### src/rtl/if_fetch_stage.sv
`default_nettype none
// ============================================================================
// Module      : if_fetch_stage
// Description : Instruction-fetch stage. Holds the program counter, presents
//               it as the instruction-memory address, and loads the IF/ID
//               buffer with PC+1 and the fetched instruction. A taken branch
//               redirects the PC and flushes the buffer (one bubble).
//               Optional halt detection: define IF_HALT_DETECT_EN to stop
//               fetch on HALT_WORD until a taken branch resumes it.
// Revision    : 1.0 - initial release
// ============================================================================
module if_fetch_stage #(
    parameter int          AW        = 6,
    parameter int          IW        = 16,
    parameter logic [IW-1:0] HALT_WORD = {IW{1'b1}}
) (
    input  logic          clk,
    input  logic          rst,
    input  logic [AW-1:0] in_branch_target,
    input  logic          in_branch_taken,
    input  logic          in_stall,
    input  logic [IW-1:0] in_imem_data,
    output logic [AW-1:0] out_imem_addr,
    output logic [AW-1:0] out_pc1,
    output logic [IW-1:0] out_instr,
    output logic          out_valid,
    output logic          out_halted
);

`ifdef IF_HALT_DETECT_EN
    localparam logic c_HALT_EN = 1'b1;
`else
    localparam logic c_HALT_EN = 1'b0;
`endif

    localparam logic [0:0] S_RUN  = 1'b0;
    localparam logic [0:0] S_HALT = 1'b1;

    logic [0:0]    r_state;
    logic [0:0]    w_state_next;
    logic [AW-1:0] r_pc;
    logic [AW-1:0] w_pc_next;
    logic [AW-1:0] r_pc1;
    logic [AW-1:0] w_pc1_next;
    logic [IW-1:0] r_instr;
    logic [IW-1:0] w_instr_next;
    logic          r_valid;
    logic          w_valid_next;
    logic [AW-1:0] w_pc_inc;
    logic          w_halt_hit;

    // Sequential increment wraps naturally at 2^AW (carry is discarded).
    assign w_pc_inc   = r_pc + AW'(1);
    // Halt match only counts when detection is compiled in.
    assign w_halt_hit = c_HALT_EN & (in_imem_data == HALT_WORD);

    // State and IF/ID buffer registers; reset overrides everything.
    always_ff @(posedge clk) begin
        if (rst) begin
            r_state <= S_RUN;
            r_pc    <= '0;
            r_pc1   <= '0;
            r_instr <= '0;
            r_valid <= 1'b0;
        end else begin
            r_state <= w_state_next;
            r_pc    <= w_pc_next;
            r_pc1   <= w_pc1_next;
            r_instr <= w_instr_next;
            r_valid <= w_valid_next;
        end
    end

    // Next-state logic: branch redirect beats stall; HALT ignores stall.
    always_comb begin
        w_state_next = r_state;
        w_pc_next    = r_pc;
        w_pc1_next   = r_pc1;
        w_instr_next = r_instr;
        w_valid_next = r_valid;
        case (r_state)
            S_RUN: begin
                if (in_branch_taken) begin
                    w_pc_next    = in_branch_target;
                    w_valid_next = 1'b0;
                end else if (!in_stall) begin
                    w_pc_next    = w_pc_inc;
                    w_pc1_next   = w_pc_inc;
                    w_instr_next = in_imem_data;
                    w_valid_next = 1'b1;
                    // The halt word itself is buffered as a valid instruction.
                    if (w_halt_hit) begin
                        w_state_next = S_HALT;
                    end
                end
            end
            S_HALT: begin
                if (in_branch_taken) begin
                    // Halt was fetched down a wrong path; resume at target.
                    w_pc_next    = in_branch_target;
                    w_valid_next = 1'b0;
                    w_state_next = S_RUN;
                end else begin
                    w_valid_next = 1'b0;
                end
            end
            default: begin
                w_state_next = S_RUN;
            end
        endcase
    end

    assign out_imem_addr = r_pc;
    assign out_pc1       = r_pc1;
    assign out_instr     = r_instr;
    assign out_valid     = r_valid;

`ifdef IF_HALT_DETECT_EN
    assign out_halted = (r_state == S_HALT);
`else
    assign out_halted = 1'b0;
`endif

endmodule
`default_nettype wire

### config.mk
export PLATFORM = sky130hd
export DESIGN_NAME = if_fetch_stage
export DESIGN_NICKNAME = d
export VERILOG_FILES = /design/src/rtl/if_fetch_stage.sv
export SDC_FILE = /design/constraint.sdc
export NUM_CORES = 1
export LEC_CHECK = 0
export ABC_AREA = 1
export CAP_MARGIN = 20
export CORE_UTILIZATION = 25
export DETAILED_ROUTE_END_ITERATION = 10
export DONT_BUFFER_PORTS = 1
export MAX_ROUTING_LAYER = met4
export PLACE_DENSITY = 0.49
export SYNTH_ARGS = -nofsm -noshare
export SYNTH_HDL_FRONTEND = slang
export SYNTH_SLANG_ARGS = --single-unit
### constraint.sdc
create_clock -name clk -period 1.2 [get_ports clk]
set_clock_uncertainty 0.1 [all_clocks]
set_input_delay 0.12 -clock clk [delete_from_list [all_inputs] [get_ports clk]]
set_output_delay 0.12 -clock clk [all_outputs]
set_load 0.02 [all_outputs]
Word level (Yosys, flattened, before mapping):

Index checks and enable logic that the tools add are counted.

* shift operators: 0
* add/sub/neg operators: 1
* multipliers: 0
* bitwise logic cells: 3
* mux-type cells: 9
* order comparisons: 0
* divide/modulo/power cells: 0
* equal/unequal tests: 2
* reduce and logical (&&, ||, !) cells: 2

Operators with widths (number)
* $mux W6: 3
* $pmux W6 S2: 1
* $add A6 B1 Y6 const B: 1
* $pmux W1 S2: 2
* $mux W1: 3
* $ne A3 B3 Y1 const B: 1
* $not A1 Y1: 3
* $reduce_and A3 Y1: 1
* $ne A2 B2 Y1 const B: 1
* $reduce_and A2 Y1: 1

* logic and storage cells: 22
* memory bits (read-only): 0
* RAM bits: 0
* latch bits: 0
* bits in registers: 30
* memories: 0
* bits of input ports: 26
* output and inout port bits: 30

Logic depth before layout (Yosys ltp):

Gate-level depths: netlist of run 1.

* depth after elaboration: 4
* gate-level depth with buffers: 8

Worst setup path after synthesis of run 1:

Ideal clock, no wire load.

* path type: register to register
* from: register r_pc[0] (netlist: out_imem_addr[0])
* to: register r_pc[4] (netlist: out_imem_addr[4])
* path slack: -0.193 ns
* clock period less this slack: 1.393 ns
* cell stages (with the launch flop): 6
* path buffers: 0
* arrival time: 1.170 ns
* required time: 0.977 ns
* cells stage by stage: dfxtp_1 > ha_1 > nand3_1 > nand2_1 > nor3b_1 > nor2_1

* longest elaborated chain between the ends: 4

Ends and longest elaborated chain
* from (decl): RTL line 41 `logic [AW-1:0] r_pc;`
* from (signal assigned): RTL line 67 `r_pc <= w_pc_next;`
* $add A6 B1 Y6: RTL line 53 `assign w_pc_inc = r_pc + AW'(1);`
* $mux W6: RTL line 86 `end else if (!in_stall) begin`
* $mux W6: RTL line 83 `if (in_branch_taken) begin`
* $pmux W6 S2: RTL line 81 `case (r_state)`

Every way passes these cells. The select of a mux whose other input is x is not followed.
A chain may end at the register's enable or synchronous reset.

Worst setup path in the final report of run 1:

Ends and elaborated chain as after synthesis.

==> metrics.md, run 1 <==
| Metric | Value |
|---|---|
| Top Ports | 56 |
| Maxcap violations | 0 |
| Core Area | 4500 um2 |
| Final wirelength | 3270 um |
| Layout Area Growth over Synthesis | 42.2% |
| Crit-path max FO | 4 |
| WP data arrival | 1.24 ns |
| Mapped Nets | 184 |
| PwrDens | 1370 nW/um2 |
| Routed vias | 1153 |
| Tcrit/Tclk final | 97.2% |
| Number of flops mapped to enable cells by yosys | 0 |
| Cell count after synthesis | 157 |
| Overall power | 2.36 mW |
| Synth warn | 0 |
| CP endpoint kind | register |
| Final min period | 1.17 ns |
| Seq cells post-synth | 30 |
| Peak VDD IR | 0.612 mV |
| Routed wire length per instance | 13.1 um |
| Max incr delay on CP | 0.38 ns |
| Ys flop type | dfxtp_1 |
| Yosys top cell area share | 49.4% |
| DR iter-0 viols | 56 |
| Worst min path class | in -> reg |
| GRT Overall Usage | 13.7% |
| RSZ-0062 raised after global routing | true |
| Worst path slowest cell | dfxtp_4 |
| Most common cell in the synthesized netlist | nor2_1 |
| Die area | 5140 um2 |
| H-tree depth | 2 |
| Vias in the first global route | 1149 |
| Vias/cell | 4.63 |
| Row Count | 24 |
| Largest net degree at the start of global routing | 25 |
| Drc violations | 0 |
| Worst Setup Start Kind | register |
| Worst-path cell chain | ha_4 -> nand3_2 -> nand2_1 -> nor3b_4 -> nor2_1 |
| DP Worst Slack | -0.0277 ns |
| Clock Sinks | 30 |
| Hpwl dp | 2200 um |
| Final setup margin | 0.0331 ns |
| Max-slew violation count | 0 |
| Max frequency | 857 MHz |
| ANT nets after route | 0 |
| Async SR Flop Fraction | 0% |
| Crit path kind | reg -> reg |
| Register area share after synthesis | 49.4% |
| Leak | 0.732 nW |
| Clock Latency Late Sink | 0.28 ns |
| Proportion of layout cells with a drive suffix above 1 | 18.8% |
| Cell taking the most area after synthesis | dfxtp_1 |
| Initial Utilization | 27.0% |
| Global-route wire length before repair | 5190 um |
| GPL Wtd Cong | 0.797 |
| Final Hold Fails | 0 |
| CTS Buffer Depth | 2 |
| Top cells by area, synth | dfxtp_1, nor2_1, o21ai_0, nand2_1, a21oi_1 |
| Chip width | 71.7 um |
| Worst Path Required | 1.27 ns |
| CTS tree | yes |
| Outcome | completed |
| Syn_area_per_cell | 7.74 um2 |
| Clock Pin Slew Worst Setup and Hold Paths | 0.06 ns |
| Layout Nets | 223 |
| Die height | 71.7 um |
| Final setup fails | 0 |
| Total grt overflow | 0 |
| Initial antenna violation count | 0 |
| Count of buffers from port buffering | 0 |
| Antenna diodes | 0 |
| Fin util | 38.4% |
| Cell area after synthesis | 1210 um2 |
| FILL cells | 482 |
| Commonest cells post-synth | nor2_1, dfxtp_1, o21ai_0 |
| Cts bufs inserted | 5 |
| Yosys cell types | 22 |
| Drt pass-1 iters | 4 |
| Root buffer cell | clkbuf_8 |
==> state kept, by name (all words and copies together), names as in the netlist <==
signal,flops
out_imem_addr,6
out_valid,1
out_instr,16
out_pc1,6
r_state,1
==> logic make-up after synthesis <==
family	share of synthesized area [%]
flip-flops	49.4
AND/OR/NAND/NOR	22.6
XOR/XNOR	1.44
AO/OA/AOI/OAI	16.9
adder cells (fa/ha/maj)	1.03
buffers and inverters	8.34
other	0.309
==> routing by layer <==
metal	up-vias	global-route usage, %	share of wire [%]
met1	520	14.9	42
met4	0	5.23	1.5
met3	6	5.91	8.2
met5	-	-	0
li1	582	-	-
met2	45	22.0	49
==> final timing paths <==
check,startpoint,endpoint,slack (ns),cells after the start
setup / recovery,out_imem_addr[0]$_SDFFE_PP0P_,out_imem_addr[4]$_SDFFE_PP0P_,0.03,5
hold / removal,in_branch_target[5],out_imem_addr[5]$_SDFFE_PP0P_,0.03,4
setup reg to reg,out_imem_addr[0]$_SDFFE_PP0P_,out_imem_addr[4]$_SDFFE_PP0P_,0.03,5
hold reg to reg,r_state$_SDFF_PP0_,r_state$_SDFF_PP0_,0.38,2
==> critical path, delay by kind of cell (launching register included) <==
kind          cells  cell delay, ns
fa+ha+maj         1            0.15
flops             1            0.38
simple gates      4            0.43
==> area by class of cell <==
| cell class | instances | area, um2 | share of cell area [%] |
|---|---|---|---|
| clock inverter | 1 | 5.00 | 0.290 |
| timing repair buffer | 39 | 357 | 20.6 |
| inverter | 10 | 45.0 | 2.61 |
| sequential | 30 | 614 | 35.6 |
| tap | 52 | 65.1 | 3.77 |
| clock buffer | 7 | 86.3 | 5.00 |
| multi-input combinational | 110 | 556 | 32.2 |
==> where the power goes <==
group | switching, mW | internal [mW] | leakage [nW]
clock network | 0.360 | 0.461 | 0.0482
registers | 0.106 | 1.07 | 0.250
logic | 0.193 | 0.176 | 0.434
total | 0.659 | 1.70 | 0.732
==> what timing repair did <==
action                                  CTS  global route
buffers inserted                          0             1
endpoints found under the setup margin   13            25
gates resized for setup                   2            23
hold buffers                             24             0
pin swaps                                 0             4
endpoints found under the hold margin    26             0
==> cells in the final DEF (no fill, tap or decap), types with 6 or more instances in the layout <==
| cell | synthesis | final |
|---|---|---|
| nor2_1 | 50 | 50 |
| dfxtp_1 | 30 | 25 |
| dlygate4sd3_1 | 0 | 24 |
| o21ai_0 | 26 | 14 |
| buf_4 | 1 | 14 |
| o21ai_1 | 0 | 11 |
| nand2_1 | 11 | 11 |
| inv_1 | 9 | 9 |
| a21oi_1 | 7 | 7 |
| clkbuf_8 | 0 | 6 |
==> metrics by stage <==
stage | hold WS [ns] | TNS (ns) | std cells | instance area [um2]
finish | 0.0275 | 0 | 249 | 1730
detailed placement | 0.0881 | -0.0847 | 216 | 1340
CTS | 0.0158 | 0 | 248 | 1670
global route | 0.0374 | -0.0929 | 249 | 1730
global placement | 0.0841 | 0 | 216 | 1340
floorplan | 0.0817 | -0.00662 | 157 | 1220
(Power assumes the default switching activity.)
==> run 2, diff against run 1 <==
--- a/config.mk
+++ b/config.mk
@@ -7,11 +7,12 @@
 export LEC_CHECK = 0
 export ABC_AREA = 1
 export CAP_MARGIN = 20
-export CORE_UTILIZATION = 25
+export CORE_UTILIZATION = 38
 export DETAILED_ROUTE_END_ITERATION = 10
 export DONT_BUFFER_PORTS = 1
 export MAX_ROUTING_LAYER = met4
-export PLACE_DENSITY = 0.49
+export PLACE_DENSITY = 0.63
+export RECOVER_POWER = 25
 export SYNTH_ARGS = -nofsm -noshare
 export SYNTH_HDL_FRONTEND = slang
 export SYNTH_SLANG_ARGS = --single-unit
==> run 2 against run 1 <==
Clock power rose by 29%. Wire length is 7.0% lower. Critical path depth rose by 1. Via count increased by 1.3%. Worst setup slack worse by 0.055 ns. The run now ends with negative setup slack left. Largest power group unchanged. Largest cell class unchanged.
==> metrics.md, run 2 (same netlist as run 1, synthesis figures left out) <==
| Metric | Value |
|---|---|
| H-tree depth | 2 (unchanged) |
| Worst min path class | in -> reg (unchanged) |
| Vias/cell | 4.77 (was 4.63) |
| DP Worst Slack | -0.0100 ns (was -0.0277 ns) |
| Internal power | 1.96 mW (was 1.70 mW) |
| Peak VDD IR | 0.729 mV (was 0.612 mV) |
| Global-route wire length before repair | 4590 um (was 5190 um) |
| Hold Path End | out_imem_addr[0]$_SDFFE_PP0P_ (was out_imem_addr[5]$_SDFFE_PP0P_) |
| Clock Pin Slew Worst Setup and Hold Paths | 0.09 ns (was 0.06 ns) |
| Crit path kind | in -> reg (was reg -> reg) |
| Combinational power share | 14.9% (was 15.6%) |
| RR Startpoint | r_state$_SDFF_PP0_ (was out_imem_addr[0]$_SDFFE_PP0P_) |
| R2r setup slk | 0.03 ns (about the same) |
| Cts bufs inserted | 5 (unchanged) |
| Max-slew violation count | 0 (unchanged) |
| Largest net degree at the start of global routing | 22 (was 25) |
| Switch share | 25.0% (was 27.9%) |
| Initial Utilization | 39.8% (was 27.0%) |
| Highest-count cells in the layout ignoring fill and taps | nor2_1, dlygate4sd3_1, dfxtp_1, o21ai_1, buf_4 (was nor2_1, dfxtp_1, dlygate4sd3_1, o21ai_0, buf_4) |
| GPL Wtd Cong | 0.809 (was 0.797) |
| GRT Overall Usage | 18.6% (was 13.7%) |
| Clock Latency Late Sink | 0.33 ns (was 0.28 ns) |
| ANT nets after route | 0 (unchanged) |
| Count of buffers from port buffering | 0 (unchanged) |
| Layout Nets | 227 (was 223) |
| Worst hold margin | 0.0156 ns (was 0.0275 ns) |
| Outcome | complete, but fails checks (was completed) |
| Final Hold Fails | 0 (unchanged) |
| Routed vias | 1168 (was 1153) |
| Most common cell after layout, fill and taps aside | nor2_1 (unchanged) |
| Layout Area Growth over Synthesis | 46.7% (was 42.2%) |
| Seq pwr share | 44.6% (was 49.6%) |
| WHS Path Cells | 3 (was 4) |
| Hpwl dp | 2030 um (was 2200 um) |
| Post-CTS Setup Bufs | 0 (unchanged) |
| PwrDens | 1470 nW/um2 (was 1370 nW/um2) |
| Crit-path max FO | 7 (was 4) |
| WP data arrival | 1.35 ns (was 1.24 ns) |
| Final setup fails | 2 (was 0) |
| Top Ports | 56 (unchanged) |
| Routed wire length per instance | 12.4 um (was 13.1 um) |
| DR iter-0 viols | 37 (was 56) |
| Max FFs per register | 16 (unchanged) |
| Vias in the first global route | 1078 (was 1149) |
| Worst Path Required | 1.33 ns (was 1.27 ns) |
| Hold_sp | in_stall (was in_branch_target[5]) |
| Drc violations | 0 (unchanged) |
| CP endpoint kind | register (unchanged) |
| Chip width | 58.5 um (was 71.7 um) |
| RSZ-0062 raised after global routing | true (unchanged) |
| Root buffer cell | clkbuf_4 (was clkbuf_8) |
| Clk network pwr share | 40.5% (was 34.8%) |
| Die height | 58.5 um (was 71.7 um) |
| Initial antenna violation count | 0 (unchanged) |
| Row Count | 20 (was 24) |
| Proportion of layout cells with a drive suffix above 1 | 19.9% (was 18.8%) |
| Leak | 0.765 nW (was 0.732 nW) |
| Drt pass-1 iters | 4 (unchanged) |
| Net Sw Power | 652 uW (was 659 uW) |
| Max frequency | 818 MHz (was 857 MHz) |
| Core Area | 3050 um2 (was 4500 um2) |
| Die area | 3430 um2 (was 5140 um2) |
| Maxcap violations | 0 (unchanged) |
| Total grt overflow | 0 (unchanged) |
| Failing checks | negative setup slack |
| Final min period | 1.22 ns (was 1.17 ns) |
| Clock Sinks | 30 (unchanged) |
| Worst Setup Start Kind | input pin (was register) |
| CTS tree | yes (unchanged) |
| FF-to-FF path depth | 5 (unchanged) |
| Antenna diodes | 0 (unchanged) |
| Final wirelength | 3040 um (was 3270 um) |
| CTS Buffer Depth | 2 (unchanged) |
| Final setup margin | -0.0218 ns (was 0.0331 ns) |
| Reg2reg end | out_instr[4]$_SDFFE_PP0P_ (was out_imem_addr[4]$_SDFFE_PP0P_) |
| Tcrit/Tclk final | 102% (was 97.2%) |
## run 2: area by class of cell
class	count	area, um2
tap	44	55.1
fill	304	1270
clock buffer	6	51.3
timing repair buffer	43	412
multi-input combinational	110	547
clock inverter	2	60.1
inverter	10	45.0
sequential	30	612
## run 2: stage by stage
step | power [mW] | instances | utilization, % | setup TNS, ns | area (um2)
global route | 2.73 | 245 | 58.4 | -0.316 | 1780
CTS | 2.61 | 245 | 57.0 | 0 | 1740
floorplan | 1.38 | 157 | - | -0.00662 | 1220
finish | 2.61 | 245 | 58.4 | -0.0287 | 1780
detailed placement | 1.47 | 211 | 44.6 | -0.0194 | 1360
global placement | 1.46 | 211 | 44.6 | 0 | 1360
## run 2: critical path, cell delays in order
cell	delay (ns)
dlygate4sd3_1	0.58
nor2_4	0.15
nand2_4	0.11
buf_4	0.18
o21ai_1	0.16
nor2_1	0.05
## run 2: how the worst max path moves through the flow
stage / to / from / slack [ns] / cells after the start
after global routing: out_pc1[5]$_SDFFE_PP0P_ / out_imem_addr[2]$_SDFFE_PP0P_ / -0.05 / 5
after CTS: out_imem_addr[2]$_SDFFE_PP0P_ / rst / 0.005 / 5
final: out_instr[4]$_SDFFE_PP0P_ / in_branch_taken / -0.02 / 6
after detailed placement: out_instr[8]$_SDFFE_PP0P_ / r_state$_SDFF_PP0_ / -0.01 / 5
after floorplan: out_imem_addr[4]$_SDFFE_PP0P_ / out_imem_addr[0]$_SDFFE_PP0P_ / -0.007 / 5
after global placement: out_instr[2]$_SDFFE_PP0P_ / r_state$_SDFF_PP0_ / 0.05 / 5
## run 2: power groups by stage
| stage | Clock [mW] | Combinational, mW | Sequential, mW |
|---|---|---|---|
| after floorplan | 0 | 0.169 | 1.21 |
| after global placement | 0 | 0.283 | 1.18 |
| after detailed placement | 0 | 0.290 | 1.19 |
| after CTS | 1.09 | 0.364 | 1.16 |
| after global routing | 1.13 | 0.426 | 1.17 |
| final | 1.06 | 0.389 | 1.16 |
## run 2: layer usage
| metal | global-route usage, % | part of all wire [%] | vias to the layer above |
|---|---|---|---|
| met1 | 20.3 | 43 | 525 |
| met5 | - | 0 | - |
| li1 | - | - | 594 |
| met3 | 7.03 | 5.7 | 8 |
| met4 | 7.14 | 2.1 | 0 |
| met2 | 30.7 | 49 | 41 |
## run 2: repair_timing
item	CTS	global route
pin swaps	0	5
cloned	0	0
hold buffers	26	0
hold endpoints to repair	26	0
resized for setup	2	26
endpoints found under the setup margin	16	26
